`src/rtl/aes_ctrl_pkg.sv`:
```
// Shared types and defaults for the AES round sequencer.
// Latency: n/a (types and constants only).
// Backpressure: n/a.
// Contents: aes_ctrl_state_t (sequencer state), default round count and
// round-index width used as parameter defaults by the controller and its bus.
package aes_ctrl_pkg;

    // Default AES-128 round count; 12 and 14 are the other legal values.
    localparam int AES_NR_DEFAULT = 10;
    // Round/key index width; must satisfy 2**RW > NR.
    localparam int AES_RW_DEFAULT = 4;

    typedef enum logic [2:0] {
        ST_IDLE  = 3'd0,
        ST_INIT  = 3'd1,
        ST_ROUND = 3'd2,
        ST_FINAL = 3'd3,
        ST_DONE  = 3'd4
    } aes_ctrl_state_t;

endpackage

```
`src/rtl/aes_round_ctrl_if.sv`:
```
// Control bus between the AES round sequencer and its datapath.
// Latency: n/a (wires only).
// Backpressure: stall from the datapath freezes the sequencer.
// master: sequencer side (drives enables, selects, indices, busy/done).
// slave : datapath/requester side (drives start, decrypt, stall).
interface aes_round_ctrl_if
    import aes_ctrl_pkg::*;
#(
    parameter int RW = AES_RW_DEFAULT
);
    logic          start;
    logic          decrypt;
    logic          stall;
    logic          busy;
    logic          done;
    logic          state_en;
    logic          key_en;
    logic          sel_init;
    logic          sel_final;
    logic [RW-1:0] round_idx;
    logic [RW-1:0] key_idx;

    modport master (
        input  start, decrypt, stall,
        output busy, done, state_en, key_en, sel_init, sel_final,
               round_idx, key_idx
    );

    modport slave (
        output start, decrypt, stall,
        input  busy, done, state_en, key_en, sel_init, sel_final,
               round_idx, key_idx
    );
endinterface

```
`src/rtl/register.sv`:
```
// Generic N-bit load-enable register with asynchronous active-high clear.
// Latency: 1 cycle from d/en to q.
// Backpressure: none; holds q while en is low.
// Ports: clk, rst (async clear to 0), en (load), d (next value), q (value).
module register #(
    parameter int N = 8
) (
    input  logic         clk,
    input  logic         rst,
    input  logic         en,
    input  logic [N-1:0] d,
    output logic [N-1:0] q
);

    always_ff @(posedge clk or posedge rst) begin
        if (rst) begin
            q <= '0;
        end else if (en) begin
            q <= d;
        end
    end

endmodule

```
`src/rtl/aes_round_ctrl.sv`:
```
// AES round sequencer: steps IDLE -> INIT -> ROUND x(NR-1) -> FINAL -> DONE.
// Latency: start accepted at edge k gives done for the cycle after edge k+NR+1.
// Backpressure: stall=1 freezes state and round counter and drops both enables.
// Ports: clk, rst (async, active-high), bus (aes_round_ctrl_if.master):
//   start/decrypt/stall in; busy, done, state_en, key_en, sel_init,
//   sel_final, round_idx, key_idx out.
// Build option AES_ROUND_CTRL_DECRYPT_EN: when defined, decrypt is captured
// with start and key_idx counts down (NR - round_idx) for decrypt blocks;
// otherwise decrypt is ignored and key_idx always equals round_idx.
module aes_round_ctrl
    import aes_ctrl_pkg::*;
#(
    parameter int NR = AES_NR_DEFAULT,
    parameter int RW = AES_RW_DEFAULT
) (
    input  logic               clk,
    input  logic               rst,
    aes_round_ctrl_if.master   bus
);

    localparam logic [RW-1:0] NR_W   = RW'(NR);
    localparam logic [RW-1:0] LAST_R = RW'(NR - 1);

    aes_ctrl_state_t state_q;
    aes_ctrl_state_t state_d;

    logic [RW-1:0] round_idx;
    logic [RW-1:0] cnt_d;
    logic          cnt_en;
    logic          active;

    // State register.
    always_ff @(posedge clk or posedge rst) begin
        if (rst) begin
            state_q <= ST_IDLE;
        end else begin
            state_q <= state_d;
        end
    end

    // Next-state and output decode. The only input seen by the outputs is
    // stall, which gates the write enables combinationally.
    always_comb begin
        state_d       = state_q;
        active        = 1'b0;
        cnt_en        = 1'b0;
        cnt_d         = round_idx + 1'b1;
        bus.busy      = 1'b0;
        bus.done      = 1'b0;
        bus.sel_init  = 1'b0;
        bus.sel_final = 1'b0;

        case (state_q)
            ST_IDLE: begin
                if (bus.start) begin
                    state_d = ST_INIT;
                end
            end
            ST_INIT: begin
                active       = 1'b1;
                bus.sel_init = 1'b1;
                cnt_en       = !bus.stall;
                if (!bus.stall) begin
                    state_d = ST_ROUND;
                end
            end
            ST_ROUND: begin
                active = 1'b1;
                cnt_en = !bus.stall;
                // The increment out of the last middle round lands on NR,
                // which is the index the final round runs with.
                if (!bus.stall && (round_idx == LAST_R)) begin
                    state_d = ST_FINAL;
                end
            end
            ST_FINAL: begin
                active        = 1'b1;
                bus.sel_final = 1'b1;
                if (!bus.stall) begin
                    state_d = ST_DONE;
                end
            end
            ST_DONE: begin
                bus.done = 1'b1;
                // round_idx keeps NR while done is shown, clears on the way out.
                cnt_en   = 1'b1;
                cnt_d    = '0;
                state_d  = ST_IDLE;
            end
            default: begin
                state_d = ST_IDLE;
            end
        endcase

        bus.busy = active;
    end

    assign bus.state_en  = active && !bus.stall;
    assign bus.key_en    = active && !bus.stall;
    assign bus.round_idx = round_idx;

    register #(
        .N (RW)
    ) u_round_cnt (
        .clk (clk),
        .rst (rst),
        .en  (cnt_en),
        .d   (cnt_d),
        .q   (round_idx)
    );

`ifdef AES_ROUND_CTRL_DECRYPT_EN
    // Block mode, captured only when a start is accepted in IDLE.
    logic mode_q;

    always_ff @(posedge clk or posedge rst) begin
        if (rst) begin
            mode_q <= 1'b0;
        end else if ((state_q == ST_IDLE) && bus.start) begin
            mode_q <= bus.decrypt;
        end
    end

    // Decryption consumes the key schedule in reverse order.
    assign bus.key_idx = mode_q ? (NR_W - round_idx) : round_idx;
`else
    logic unused_decrypt;
    logic [RW-1:0] unused_nr;

    assign unused_decrypt = bus.decrypt;
    assign unused_nr      = NR_W;
    assign bus.key_idx    = round_idx;
`endif

endmodule

```
`src/flat_wrapper.sv`:
```
// flat-port wrapper written by rule: the top's interface ports become plain ports
module aes_round_ctrl_flat import aes_ctrl_pkg::*;
#(
    parameter int NR = AES_NR_DEFAULT,
    parameter int RW = AES_RW_DEFAULT
)
  (clk, rst, bus_start, bus_decrypt, bus_stall, bus_busy, bus_done, bus_state_en, bus_key_en, bus_sel_init, bus_sel_final, bus_round_idx, bus_key_idx);
  aes_round_ctrl_if #(.RW(RW)) bus_i ();
  input  logic clk;
  input  logic rst;
  input wire logic [$bits(bus_i.start)-1:0] bus_start;
  input wire logic [$bits(bus_i.decrypt)-1:0] bus_decrypt;
  input wire logic [$bits(bus_i.stall)-1:0] bus_stall;
  output wire logic [$bits(bus_i.busy)-1:0] bus_busy;
  output wire logic [$bits(bus_i.done)-1:0] bus_done;
  output wire logic [$bits(bus_i.state_en)-1:0] bus_state_en;
  output wire logic [$bits(bus_i.key_en)-1:0] bus_key_en;
  output wire logic [$bits(bus_i.sel_init)-1:0] bus_sel_init;
  output wire logic [$bits(bus_i.sel_final)-1:0] bus_sel_final;
  output wire logic [$bits(bus_i.round_idx)-1:0] bus_round_idx;
  output wire logic [$bits(bus_i.key_idx)-1:0] bus_key_idx;
  assign bus_i.start = bus_start;
  assign bus_i.decrypt = bus_decrypt;
  assign bus_i.stall = bus_stall;
  assign bus_busy = bus_i.busy;
  assign bus_done = bus_i.done;
  assign bus_state_en = bus_i.state_en;
  assign bus_key_en = bus_i.key_en;
  assign bus_sel_init = bus_i.sel_init;
  assign bus_sel_final = bus_i.sel_final;
  assign bus_round_idx = bus_i.round_idx;
  assign bus_key_idx = bus_i.key_idx;
  aes_round_ctrl #(.NR(NR), .RW(RW)) u_core (.clk(clk), .rst(rst), .bus(bus_i));
endmodule
```
`config.mk`:
```
export PLATFORM = sky130hd
export DESIGN_NAME = aes_round_ctrl_flat
export DESIGN_NICKNAME = d
export VERILOG_FILES = /design/src/rtl/aes_ctrl_pkg.sv /design/src/rtl/aes_round_ctrl_if.sv /design/src/rtl/register.sv /design/src/rtl/aes_round_ctrl.sv /design/src/flat_wrapper.sv
export SDC_FILE = /design/constraint.sdc
export NUM_CORES = 1
export LEC_CHECK = 0
export CAP_MARGIN = 30
export CORE_AREA = 2 2 39 41
export CTS_BUF_LIST = sky130_fd_sc_hd__clkbuf_4
export DETAILED_ROUTE_END_ITERATION = 10
export DIE_AREA = 0 0 41 43
export GPL_TIMING_DRIVEN = 0
export PLACE_DENSITY = 0.68
export SYNTH_ARGS = -nofsm -noshare
export SYNTH_HDL_FRONTEND = slang
export SYNTH_HIERARCHICAL = 1
export SYNTH_SLANG_ARGS = --single-unit
```
`constraint.sdc`:
```
create_clock -name clk -period 3.38 [get_ports clk]
set_input_delay 0.676 -clock clk [delete_from_list [all_inputs] [get_ports clk]]
set_output_delay 0.676 -clock clk [all_outputs]
set_load 0.02 [all_outputs]
```
==> impl_metrics.ini <==
[outcome]
outcome = complete, no violations

[clock_network]
post_cts_resized = 0
post-cts-setup-buffer-count = 0
numCtsBuffers = 3
clock_latency_ns = 0.24
clk_pin_slew_ns = 0.05
cts_tree = done
cts_buffer_depth = 2
cts_root_buf = clkbuf_4
h-tree-depth = 1
postCtsHoldBufs = 0
clock_sinks = 7

[place]
port_buffers = 17
place_hpwl_um = 675
routabilityCongestion = 0.644
dpl-instance-area_um2 = 667

[drt]
num_vias = 387
avgRoutedWirePerCell_um = 9.98
ant_nets = 0
drc_errors = 0
initialDrtViolationCount = 6
finalWirelength_um = 858
vias_per_cell = 4.50
firstDrtPassIters = 3

[setup_path]
cp_slowest_stage_delay_ns = 0.59
crit_slowest_cell = clkdlybuf4s50_1
crit_chain = clkdlybuf4s50_1 > nor3_1 > buf_4 > clkdlybuf4s50_1
crit_arrival_ns = 2.16
criticalPathCategory = primary input to output pin
end_kind = output pin
rr_worst_depth = 6
worstPathMaxFanout = 5
reg2reg_from = u_core/state_q[1]$_DFFE_PP0P_
startpoint_type = primary input
reg2reg_slack_ns = 1.77
crit_required_ns = 2.70
cp_common_cell = clkdlybuf4s50_1
crit-reg2reg-capture = u_core/u_round_cnt/q[1]$_DFFE_PP0P_

[cells_and_area]
final_util_pct = 50.4
syn2layout_area_growth_pct = 46.2
fillCellCount = 145
final_cell_mix = clkdlybuf4s50_1, dfrtp_1, buf_4, nor2_1
final_common_cell = clkdlybuf4s50_1
drive_gt1_share_pct = 27.1
final_nets = 78
final_cell_area_um2 = 697
n_antenna_cell = 0

[global_route]
gr-usage-all-layers_pct = 12.2
overflow = 0
grt_max_degree = 11
antenna_found_initial = 0
grt_pass1_wl_um = 1410
first_global_vias = 352

[yosys]
yosysWarnings = 6
synth_top_area_share_pct = 36.7
netlist_instances = 49
synth_cell_types = 22
synth-seq-area-share_pct = 36.7
yosysTopAreaCell = dfrtp_1
synth_nets = 56
synth_area_um2 = 477
ys_ff_latch = 7
syn-mean-instance-area_um2 = 9.73
synthTopCellsByArea = dfrtp_1, buf_4, mux2_2

[floorplan]
rows = 14
die_h_um = 43
core_um2 = 1380
io_pins = 19
start_util_pct = 34.4
fp.dieW_um = 41
dieArea_um2 = 1760

[timing]
hold_viol = 0
period_needed_ns = 2.84
rsz0062_at_grt = false
fin_crit_sh_pct = 84.0
max_freq_ghz = 0.352
drv_slew = 0
setup-violations-final = 0
max_slew_margin_pct = 83.9
worst_pin_slew_ns = 0.240
setup-tns-final_ns = 0
finalClockSkew_ns = 0.00110

[min_path]
hold_path_end = u_core/state_q[1]$_DFFE_PP0P_
holdCritPathClass = flop to flop
hp-start = u_core/state_q[2]$_DFFE_PP0P_
holdPathStages = 2

[power_and_ir_drop]
leakagePower_nw = 0.313
peakVddDrop_uv = 355
p_per_area_nw_per_um2 = 1080
total_power_w = 0.000749

[run]
cap_violations = 0
-- Yosys cell counts --
| cell type | n |
|---|---|
| a21oi_1 | 1 |
| and2_1 | 1 |
| and3b_2 | 2 |
| buf_4 | 6 |
| buf_6 | 1 |
| clkbuf_2 | 1 |
| dfrtp_1 | 7 |
| ha_1 | 2 |
| inv_1 | 3 |
| mux2_2 | 4 |
| nand3_1 | 1 |
| nand4b_1 | 1 |
| nor2_1 | 6 |
| nor2_2 | 1 |
| nor2b_1 | 1 |
| nor3_1 | 2 |
| nor3b_1 | 2 |
| o21ai_1 | 1 |
| or2_1 | 1 |
| or4_1 | 1 |
| xnor2_1 | 3 |
| xor2_1 | 1 |
-- logic make-up (layout without fill, tap and decap cells) --
kind of cell | after synthesis | count (layout) | synth area share, %
adders and majority gates | 2 | 2 | 5.25
DFF | 7 | 7 | 36.7
xor gates and xnor gates | 4 | 4 | 7.35
AOI/OAI and AO/OA | 2 | 2 | 2.10
muxes | 4 | 4 | 9.45
buffers and inverters | 11 | 32 | 15.2
and+or+nand+nor | 19 | 19 | 23.9
-- worst max-delay path by stage --
stage                     startpoint           end  slack, ns  depth (start not counted)
final                      bus_stall  bus_state_en       0.54                          4
after global routing       bus_stall  bus_state_en       0.48                          4
after CTS                  bus_stall  bus_state_en       0.53                          4
after detailed placement   bus_stall  bus_state_en       0.54                          4
after global placement     bus_stall  bus_state_en       0.57                          4
after floorplan            bus_stall  bus_state_en       1.24                          2
-- metrics by stage --
step                std cells  setup WS [ns]  hold slack (ns)
global route               86          0.482            0.572
detailed placement         82          0.538            0.544
floorplan                  49           1.24            0.430
CTS                        86          0.529            0.551
finish                     86          0.541            0.544
global placement           82          0.566            0.534
-- cell type report --
cell class | count | area, um^2 | share of cell area, %
plain buffers | 8 | 61.3 | 8.80
clock buffers | 4 | 30.0 | 4.31
inverters | 3 | 11.3 | 1.62
multi-input cells | 31 | 229 | 32.9
flip-flops and latches | 7 | 175 | 25.1
well taps | 16 | 20.0 | 2.87
repair buffers | 17 | 170 | 24.4
-- registers in the layout, indices dropped and copies added (netlist names) --
name	flops
u_core/state_q	3
u_core/u_round_cnt/q	4
-- metal layers --
metal / global-route usage (%) / vias up / share of wire, % / wire length (um)
met5: 0 / - / 0 / 0
met4: 10.0 / 0 / 2.7 / 23
met3: 3.14 / 4 / 5.9 / 51
met2: 16.6 / 16 / 42 / 359
met1: 15.4 / 171 / 49 / 423
li1: - / 196 / - / -
-- where the power goes --
part,leakage (nW),switching [W],internal (W)
clock network,0.0184,0.0000266,0.0000528
logic,0.207,0.000222,0.000274
registers,0.0866,0.0000512,0.000123
total,0.313,0.000300,0.000450
-- critical path, delay by kind of cell --
kind	cells	cell delay (ns)
simple gates	1	0.27
buf+inv	3	1.22
Power figures use the tool's default switching activity.
